===== config.mk =====
export PLATFORM = sky130hd
export DESIGN_NAME = npu_v2_set_reset_ctrl
export DESIGN_NICKNAME = d
export VERILOG_FILES = /design/src/rtl/npu_v2_set_reset_ctrl.sv
export SDC_FILE = /design/constraint.sdc
export NUM_CORES = 1
export LEC_CHECK = 0
export CAP_MARGIN = 10
export CELL_PAD_IN_SITES_DETAIL_PLACEMENT = 0
export CELL_PAD_IN_SITES_GLOBAL_PLACEMENT = 1
export CORE_AREA = 2 2 119 92
export CTS_CLUSTER_SIZE = 16
export DETAILED_ROUTE_END_ITERATION = 8
export DIE_AREA = 0 0 121 94
export GPL_TIMING_DRIVEN = 0
export PLACE_DENSITY = 0.82
export SYNTH_ARGS = -nofsm -noshare
export SYNTH_HDL_FRONTEND = slang
export SYNTH_SLANG_ARGS = --single-unit
export TNS_END_PERCENT = 100

===== constraint.sdc =====
create_clock -name clk_all -period 2.65 [get_ports clk_all]
set_input_delay 0.53 -clock clk_all [delete_from_list [all_inputs] [get_ports clk_all]]
set_output_delay 0.53 -clock clk_all [all_outputs]
set_load 0.005 [all_outputs]

===== src/rtl/npu_v2_set_reset_ctrl.sv =====
// npu_v2_set_reset_ctrl
// ---------------------------------------------------------------------------
// Host-side sequencer that programs one NPU_v2 crossbar cell with a single
// SET or RESET pulse. For each command it:
//   1. shifts a one-hot token into the WL and BL ring-switch chains,
//   2. arms the overall switches,
//   3. pulses DACBL_SW,
//   4. disarms,
//   5. optionally reads the cell weight back through the ADC port.
//
// Optional feature macro: NPU_CTRL_READBACK_EN
//   defined   : READ_ADDR/READ_CLK states exist; rsp_data carries sampled DOUT
//   undefined : DISARM goes straight to DONE; rsp_data, ADDR, CLKADC stay 0
//
// Ports
//   clk_all, reset_all            : clock, synchronous active-low reset
//   cmd_valid/cmd_ready           : command handshake (op/wl/bl payload)
//   cmd_op                        : 1 = SET, 0 = RESET
//   cmd_wl, cmd_bl                : target cell indices
//   rsp_valid/rsp_err/rsp_data    : one-cycle completion pulse with status/data
//   CLKREG, DINSWREG              : ring-chain clock/data (bit0 = WL, bit3 = BL)
//   DACWL_SW, DACSEL_SW, DACWLREFSW,
//   DACBL_SW, SET, RESET          : pulse switches
//   ADDR, CLKADC, DOUT            : readback address, strobe, array data
//   CLKDAC, DACBL_SW2, CLKADCSW,
//   DISCHG, DIN                   : unused array pins, tied low
//   o_dbg_state                   : current FSM state for observation
//
// Handshake: a command transfers on a rising edge where cmd_valid && cmd_ready.
// cmd_ready is high only in IDLE, and cmd_valid is ignored everywhere else.
// There is no queueing. rsp_valid is a one-cycle pulse with no back-pressure.
// rsp_err and rsp_data are meaningful while rsp_valid is high.
// ---------------------------------------------------------------------------
module npu_v2_set_reset_ctrl #(
  parameter int MAX_NUM_WL       = 256,
  parameter int MAX_NUM_BL       = 256,
  parameter int OUTPUT_DATAWIDTH = 6,
  parameter int ARM_CYCLES       = 2,
  parameter int PULSE_CYCLES     = 4
) (
  input  logic                        clk_all,
  input  logic                        reset_all,
  input  logic                        cmd_valid,
  output logic                        cmd_ready,
  input  logic                        cmd_op,
  input  logic [8:0]                  cmd_wl,
  input  logic [8:0]                  cmd_bl,
  output logic                        rsp_valid,
  output logic                        rsp_err,
  output logic [OUTPUT_DATAWIDTH-1:0] rsp_data,
  output logic [3:0]                  CLKREG,
  output logic [3:0]                  DINSWREG,
  output logic                        DACWL_SW,
  output logic                        DACSEL_SW,
  output logic                        DACWLREFSW,
  output logic                        DACBL_SW,
  output logic                        SET,
  output logic                        RESET,
  output logic [8:0]                  ADDR,
  output logic                        CLKADC,
  input  logic [OUTPUT_DATAWIDTH-1:0] DOUT,
  output logic                        CLKDAC,
  output logic                        DACBL_SW2,
  output logic                        CLKADCSW,
  output logic                        DISCHG,
  output logic [7:0]                  DIN,
  output logic [3:0]                  o_dbg_state
);

  typedef enum logic [3:0] {
    S_IDLE        = 4'd0,
    S_SHIFT_SETUP = 4'd1,
    S_SHIFT_CLK   = 4'd2,
    S_ARM         = 4'd3,
    S_PULSE       = 4'd4,
    S_DISARM      = 4'd5,
    S_READ_ADDR   = 4'd6,
    S_READ_CLK    = 4'd7,
    S_DONE        = 4'd8
  } state_t;

  localparam logic [8:0]  LP_LAST_WL    = 9'(MAX_NUM_WL - 1);
  localparam logic [8:0]  LP_LAST_BL    = 9'(MAX_NUM_BL - 1);
  localparam logic [15:0] LP_ARM_LAST   = 16'(ARM_CYCLES - 1);
  localparam logic [15:0] LP_PULSE_LAST = 16'(PULSE_CYCLES - 1);

  state_t      r_state;
  logic [8:0]  r_k;
  logic [15:0] r_cnt;
  logic        r_op;
  logic [8:0]  r_wl;
  logic [8:0]  r_bl;

  logic        w_cmd_oor;

  assign w_cmd_oor = ({23'd0, cmd_wl} >= 32'(MAX_NUM_WL)) ||
                     ({23'd0, cmd_bl} >= 32'(MAX_NUM_BL));

  // Data bits for shift step k. The chain bit pushed at step k ends up at
  // index MAX-1-k once all MAX steps are done, so the token is pushed on the
  // step where MAX-1-k equals the target index.
  function automatic logic [3:0] din_bits(input logic [8:0] k,
                                          input logic [8:0] wl,
                                          input logic [8:0] bl);
    logic [3:0] b;
    b    = 4'b0000;
    b[0] = ((LP_LAST_WL - k) == wl);
    b[3] = ((LP_LAST_BL - k) == bl);
    return b;
  endfunction

  always_ff @(posedge clk_all) begin
    if (!reset_all) begin
      r_state    <= S_IDLE;
      r_k        <= '0;
      r_cnt      <= '0;
      r_op       <= 1'b0;
      r_wl       <= '0;
      r_bl       <= '0;
      cmd_ready  <= 1'b1;
      rsp_valid  <= 1'b0;
      rsp_err    <= 1'b0;
      rsp_data   <= '0;
      CLKREG     <= 4'b0000;
      DINSWREG   <= 4'b0000;
      DACWL_SW   <= 1'b0;
      DACSEL_SW  <= 1'b0;
      DACWLREFSW <= 1'b0;
      DACBL_SW   <= 1'b0;
      SET        <= 1'b0;
      RESET      <= 1'b0;
      ADDR       <= '0;
      CLKADC     <= 1'b0;
    end else begin
      // Every pin defaults low. Each state re-asserts what it needs, so the
      // outputs always describe the state being entered.
      cmd_ready  <= 1'b0;
      rsp_valid  <= 1'b0;
      CLKREG     <= 4'b0000;
      DINSWREG   <= 4'b0000;
      DACWL_SW   <= 1'b0;
      DACSEL_SW  <= 1'b0;
      DACWLREFSW <= 1'b0;
      DACBL_SW   <= 1'b0;
      SET        <= 1'b0;
      RESET      <= 1'b0;
      ADDR       <= '0;
      CLKADC     <= 1'b0;

      case (r_state)
        S_IDLE: begin
          cmd_ready <= 1'b1;
          if (cmd_valid && cmd_ready) begin
            cmd_ready <= 1'b0;
            r_op      <= cmd_op;
            r_wl      <= cmd_wl;
            r_bl      <= cmd_bl;
            r_k       <= '0;
            if (w_cmd_oor) begin
              // Bad index: answer immediately without touching any array pin.
              r_state   <= S_DONE;
              rsp_valid <= 1'b1;
              rsp_err   <= 1'b1;
              rsp_data  <= '0;
            end else begin
              r_state  <= S_SHIFT_SETUP;
              rsp_err  <= 1'b0;
              DINSWREG <= din_bits(9'd0, cmd_wl, cmd_bl);
            end
          end
        end

        S_SHIFT_SETUP: begin
          r_state  <= S_SHIFT_CLK;
          CLKREG   <= 4'b1001;
          DINSWREG <= DINSWREG;
        end

        S_SHIFT_CLK: begin
          if (r_k == LP_LAST_WL) begin
            r_state    <= S_ARM;
            r_cnt      <= '0;
            DACWL_SW   <= 1'b1;
            DACSEL_SW  <= 1'b1;
            DACWLREFSW <= 1'b1;
            SET        <= r_op;
            RESET      <= !r_op;
          end else begin
            r_k      <= r_k + 9'd1;
            r_state  <= S_SHIFT_SETUP;
            DINSWREG <= din_bits(r_k + 9'd1, r_wl, r_bl);
          end
        end

        S_ARM: begin
          DACWL_SW   <= 1'b1;
          DACSEL_SW  <= 1'b1;
          DACWLREFSW <= 1'b1;
          SET        <= r_op;
          RESET      <= !r_op;
          if (r_cnt == LP_ARM_LAST) begin
            r_state  <= S_PULSE;
            r_cnt    <= '0;
            DACBL_SW <= 1'b1;
          end else begin
            r_cnt <= r_cnt + 16'd1;
          end
        end

        S_PULSE: begin
          DACWL_SW   <= 1'b1;
          DACSEL_SW  <= 1'b1;
          DACWLREFSW <= 1'b1;
          SET        <= r_op;
          RESET      <= !r_op;
          if (r_cnt == LP_PULSE_LAST) begin
            r_state <= S_DISARM;
          end else begin
            r_cnt    <= r_cnt + 16'd1;
            DACBL_SW <= 1'b1;
          end
        end

        S_DISARM: begin
`ifdef NPU_CTRL_READBACK_EN
          r_state <= S_READ_ADDR;
          ADDR    <= r_bl;
`else
          r_state   <= S_DONE;
          rsp_valid <= 1'b1;
          rsp_data  <= '0;
`endif
        end

`ifdef NPU_CTRL_READBACK_EN
        S_READ_ADDR: begin
          r_state <= S_READ_CLK;
          ADDR    <= r_bl;
          CLKADC  <= 1'b1;
        end

        S_READ_CLK: begin
          // DOUT is captured on the edge that closes the CLKADC high cycle.
          r_state   <= S_DONE;
          rsp_valid <= 1'b1;
          rsp_data  <= DOUT;
        end
`endif

        S_DONE: begin
          r_state   <= S_IDLE;
          cmd_ready <= 1'b1;
        end

        default: begin
          r_state   <= S_IDLE;
          cmd_ready <= 1'b1;
        end
      endcase
    end
  end

`ifndef NPU_CTRL_READBACK_EN
  logic w_unused_dout;
  assign w_unused_dout = ^DOUT;
`endif

  assign CLKDAC      = 1'b0;
  assign DACBL_SW2   = 1'b0;
  assign CLKADCSW    = 1'b0;
  assign DISCHG      = 1'b0;
  assign DIN         = 8'd0;
  assign o_dbg_state = r_state;

endmodule

After elaboration in Yosys (flattened, before gate mapping)
Index checks and enable logic that the tools add are counted.
Word-level totals
  register bits: 69
  bits of input ports: 28
  word-level logic and storage cells: 89
Operators by class
  add/sub/neg operators: 3
  magnitude comparators: 2
  equality and inequality tests: 19
  multiplexer cells: 35
  reduce and logical (&&, ||, !) cells: 14
Operator list (count)
  two-way mux 16 bit: 3
  case mux 16 bit (3 select lines): 1
  two-way mux 4 bit: 8
  case mux 4 bit (6 select lines): 1
  == test 8 x 9 -> 1 bit (first input constant): 2
  == test 9 bit: 2
  greater-or-equal comparator 9 bit (second input constant): 2
  two-way mux 9 bit: 2
  case mux 9 bit (2 select lines): 1
  adder 16 x 1 -> 16 bit (second input constant): 1
  == test 16 x 1 -> 1 bit (second input constant): 1
  == test 16 x 2 -> 1 bit (second input constant): 1
  != test 2 bit (second input constant): 7
  two-way mux 6 bit: 2
  case mux 1 bit (2 select lines): 6
  case mux 4 bit (3 select lines): 1
  case mux 6 bit (2 select lines): 1
  AND reduction 3 bit: 4
  adder 9 x 1 -> 9 bit (second input constant): 1
  == test 9 x 8 -> 1 bit (second input constant): 1
  subtractor 8 x 9 -> 9 bit (first input constant): 1
  == test 4 x 2 -> 1 bit (second input constant): 2
  == test 4 x 3 -> 1 bit (second input constant): 2
  two-way mux 1 bit: 8
  other kinds (11): 12

Logic depth before layout (Yosys ltp)
  depth after elaboration: 5
  mapped depth: 11

Least setup slack after synthesis
No wires, ideal clock.
  path type: reg2reg
  start: register r_k[0]
  end: register DINSWREG[0]
  arrival: 2.803 ns
  setup slack: -0.249 ns
  stages on the path, launching flop included: 11
  buffers on the path: 0
  period minus slack after synthesis: 2.899 ns
  path through: dfxtp_1 -> ha_1 -> nand3_1 -> nor2_1 -> and3_1 -> ha_1 -> xnor2_1 -> nor3_1 -> o211ai_1 -> or4_1 -> o41ai_2
On the way
  longest elaborated chain between the ends: 5
  elaborated cells between the ends (all ways): 6
  classes of those cells: add/sub (2); eq/ne (2); mux (2)
RTL lines
  start, declared: line 88  | logic [8:0] r_k;
  start signal, assigned: line 189  | r_k <= r_k + 9'd1;
  adder 9 x 1 -> 9 bit: line 191  | DINSWREG <= din_bits(r_k + 9'd1, r_wl, r_bl);
  subtractor 8 x 9 -> 9 bit: line 107  | b[0] = ((LP_LAST_WL - k) == wl);
  == test 9 bit: line 107
  two-way mux 4 bit *: line 180  | if (r_k == LP_LAST_WL) begin
  case mux 4 bit (3 select lines) *: line 150  | case (r_state)
  end signal, assigned: line 168  | DINSWREG <= din_bits(9'd0, cmd_wl, cmd_bl);
  end signal, assigned: line 191
  end, declared: line 52  | output logic [3:0] DINSWREG,
Every way passes the cells marked *; elsewhere a longest branch is shown, timed or not.
A chain may end at the register's enable or synchronous reset.

Final worst setup path
  start: register r_k[2]
  end: register r_cnt[14]
On the way
  longest elaborated chain between the ends: 3
RTL lines
  == test 9 x 8 -> 1 bit: line 180
  != test 2 bit (no source line)
  AND reduction 3 bit (no source line)
  end signal, assigned: line 206  | r_cnt <= r_cnt + 16'd1;
  end signal, assigned: line 219  | r_cnt <= r_cnt + 16'd1;
  end, declared: line 89  | logic [15:0] r_cnt;
Every way passes these cells.

==> results.json <==
{
  "max_cap_violations": 0,
  "tightest_slew_ns": 0.642,
  "place_congestion": 0.904,
  "max_freq_mhz": 393,
  "wl_per_cell_um": 13.7,
  "hpwlAfterDp_um": 6310,
  "synth-main-ff-cell": "dfxtp_1",
  "crit_arrival_ns": 2.80,
  "cts_made_buffers": 9,
  "leakagePower_nw": 1.67,
  "ys_top_cells_by_area": "dfxtp_1 (35%), buf_4 (7.9%), nand2_1 (6.3%)",
  "synth_seq_cells": 58,
  "vias_per_cell": 4.77,
  "grt_first_pass_wirelength_um": 14000,
  "port_buffers": 38,
  "multi_input_area_mm2": 0.00197,
  "grt_max_degree": 12,
  "async_reset_ff_frac": 0,
  "grt_pass1_vias": 2800,
  "critPathCaptureType": "flop",
  "path_max_fanout": 10,
  "antenna_found_initial": 0,
  "synth_seq_area_share": 0.349,
  "rows": 32,
  "critPathLaunchType": "flop",
  "ys_warn_count": 0,
  "die_w_um": 121,
  "peakVddDrop_uv": 324,
  "finalSetupViolCount": 0,
  "finalSetupTns_ns": 0,
  "via_count": 2989,
  "area_delta_synth_final_pct": 32.4,
  "finalCritPeriodShare": 0.961,
  "io-pin-count": 77,
  "clk_pin_slew_ns": 0.05,
  "relSlewSlack": 0.570,
  "coreArea_mm2": 0.0101,
  "synthCells": 405,
  "critPathRequiredTime_ns": 2.91,
  "critPathKind": "flop to flop",
  "die_area_mm2": 0.0114,
  "htree_num_levels": 3,
  "clkSinkCount": 58,
  "timing.hold.ws_ns": 0.474,
  "synth_edf_count": 0,
  "setup_slack_ns": 0.104,
  "clock_skew_ns": 0.00485,
  "grt_usage": 0.158,
  "min_path_type": "flop to flop",
  "dieHeight_um": 94,
  "post-synth-top-count-cell": "dfxtp_1",
  "synth_area_leader_cell": "dfxtp_1",
  "finalHoldViolCount": 0,
  "clock_path_buffers": 2,
  "yosys.area.top_type_share": 0.349,
  "fin_nets": 517,
  "finalMaxSlewViolations": 0,
  "cts_tree": "done",
  "power.density_mw_per_mm2": 554,
  "synthesis.area_mm2": 0.00333,
  "synth_commonest_cells": "dfxtp_1 (58), nand2_1 (56), buf_4 (35), nor2_1 (28), a21boi_0 (21)",
  "overflow": 0,
  "synth.distinct_cells": 53,
  "fill_cells": 997,
  "initial_core_util": 0.328,
  "drive_gt1_frac": 0.165,
  "cts_root_buf": "clkbuf_16",
  "drt-initial-drc-count": 134,
  "outcome": "finished, final reports clean",
  "worstSkewPairLatency_ns": 0.33,
  "wl_um": 8590,
  "regArea_mm2": 0.00117,
  "ant_nets": 0,
  "num_antenna_cells": 0,
  "total_power_w": 0.00244,
  "place_ws_ns": -0.377,
  "avgSynthCellArea_um2": 8.21,
  "drc": 0,
  "period_needed_ns": 2.55,
  "first_pass_iters": 4
}
[metrics by stage]
stage	std cells	utilization	cell area [um^2]
3_5_place_dp	610	0.396	4010
5_1_grt	626	0.435	4410
6_report	626	0.435	4410
3_3_place_gp	610	0.396	4010
4_1_cts	627	0.432	4380
2_1_floorplan	436	-	3460
[worst max-delay path, stage by stage (launching register included)]
cell,delay (ns)
dfxtp_1,0.50
nand3_4,0.15
nor2_4,0.14
and3_4,0.20
ha_4,0.18
or2_0,0.18
and2_4,0.18
a21oi_1,0.08
buf_2,0.21
or4b_1,0.51
a21oi_1,0.15
[kinds of logic (layout without fill, tap and decap cells)]
| logic type | Yosys count | in the layout | share of synthesized area |
|---|---|---|---|
| simple gates | 169 | 169 | 0.268 |
| xor+xnor | 31 | 31 | 0.0861 |
| mux | 3 | 3 | 0.00978 |
| fa+ha+maj | 4 | 4 | 0.0150 |
| other cells | 1 | 32 | 0.00113 |
| compound gates | 76 | 76 | 0.158 |
| buf+inv | 63 | 117 | 0.113 |
| flops | 58 | 58 | 0.349 |
[repair_timing]
action,4_1_cts,5_1_grt
pin swaps,2,1
buffers inserted,3,0
hold endpoints to repair,0,0
endpoints found under the setup margin,25,8
resized for setup,8,7
hold buffers,0,0
[power breakdown]
part           switching [W]  internal [W]  total (W)
logic               0.000129      0.000131   0.000260
clock network       0.000406      0.000845    0.00125
registers          0.0000265      0.000902   0.000928
[placed cells by master (no fill, tap or decap), types with 4 or more instances in the layout]
cell             instances
o21ai_0                  6
nor4_1                   7
conb_1                  32
xor2_1                  11
nor2_1                  27
clkdlybuf4s50_1         38
and4_1                   5
or3_1                    4
clkbuf_16                9
o31ai_1                  4
xnor2_1                 19
and2_1                   5
nor3_1                   5
buf_4                   38
and3_1                   5
nand4_1                 12
clkbuf_1                12
inv_1                    8
a21boi_0                21
nor2b_1                 11
a22oi_1                  5
or4_1                    5
buf_2                    5
nor3b_1                  5
a21oi_1                 19
nand3_1                  6
dfxtp_1                 54
nand2_1                 56
[per-layer routing]
metal | vias to the layer above | global-route usage | part of all wire
met5 | - | 0 | 0
met4 | 0 | 0.0659 | 0.017
met3 | 13 | 0.0394 | 0.049
met2 | 83 | 0.222 | 0.41
met1 | 1379 | 0.226 | 0.52
li1 | 1514 | - | -
[sequential cells by signal (all words and copies together) (netlist names)]
signal	cells
CLKREG	1
DACBL_SW	1
DACWLREFSW	1
DINSWREG	2
RESET	1
SET	1
cmd_ready	1
o_dbg_state	4
r_bl	9
r_cnt	16
r_k	9
r_op	1
r_wl	9
rsp_err	1
rsp_valid	1
[cell type report]
cell class / instances / area share
multi-input combinational: 315 / 0.448
sequential: 58 / 0.266
timing repair buffer: 41 / 0.0915
buffer: 52 / 0.0764
clock buffer: 11 / 0.0551
tap: 136 / 0.0386
clock inverter: 5 / 0.0176
inverter: 8 / 0.00682
[final timing paths]
| kind | startpoint | cells past startpoint | slack, ns | to |
|---|---|---|---|---|
| worst max-delay path | r_k[2]$_SDFFE_PN0P_ | 10 | 0.10 | r_cnt[14]$_SDFFE_PN0P_ |
| worst max register to register | r_k[2]$_SDFFE_PN0P_ | 10 | 0.10 | r_cnt[14]$_SDFFE_PN0P_ |
| worst min-delay path | r_wl[0]$_SDFFE_PN0P_ | 2 | 0.47 | r_wl[0]$_SDFFE_PN0P_ |
| worst min register to register | r_wl[0]$_SDFFE_PN0P_ | 2 | 0.47 | r_wl[0]$_SDFFE_PN0P_ |
No activity file was read; power rests on OpenSTA's default activity.
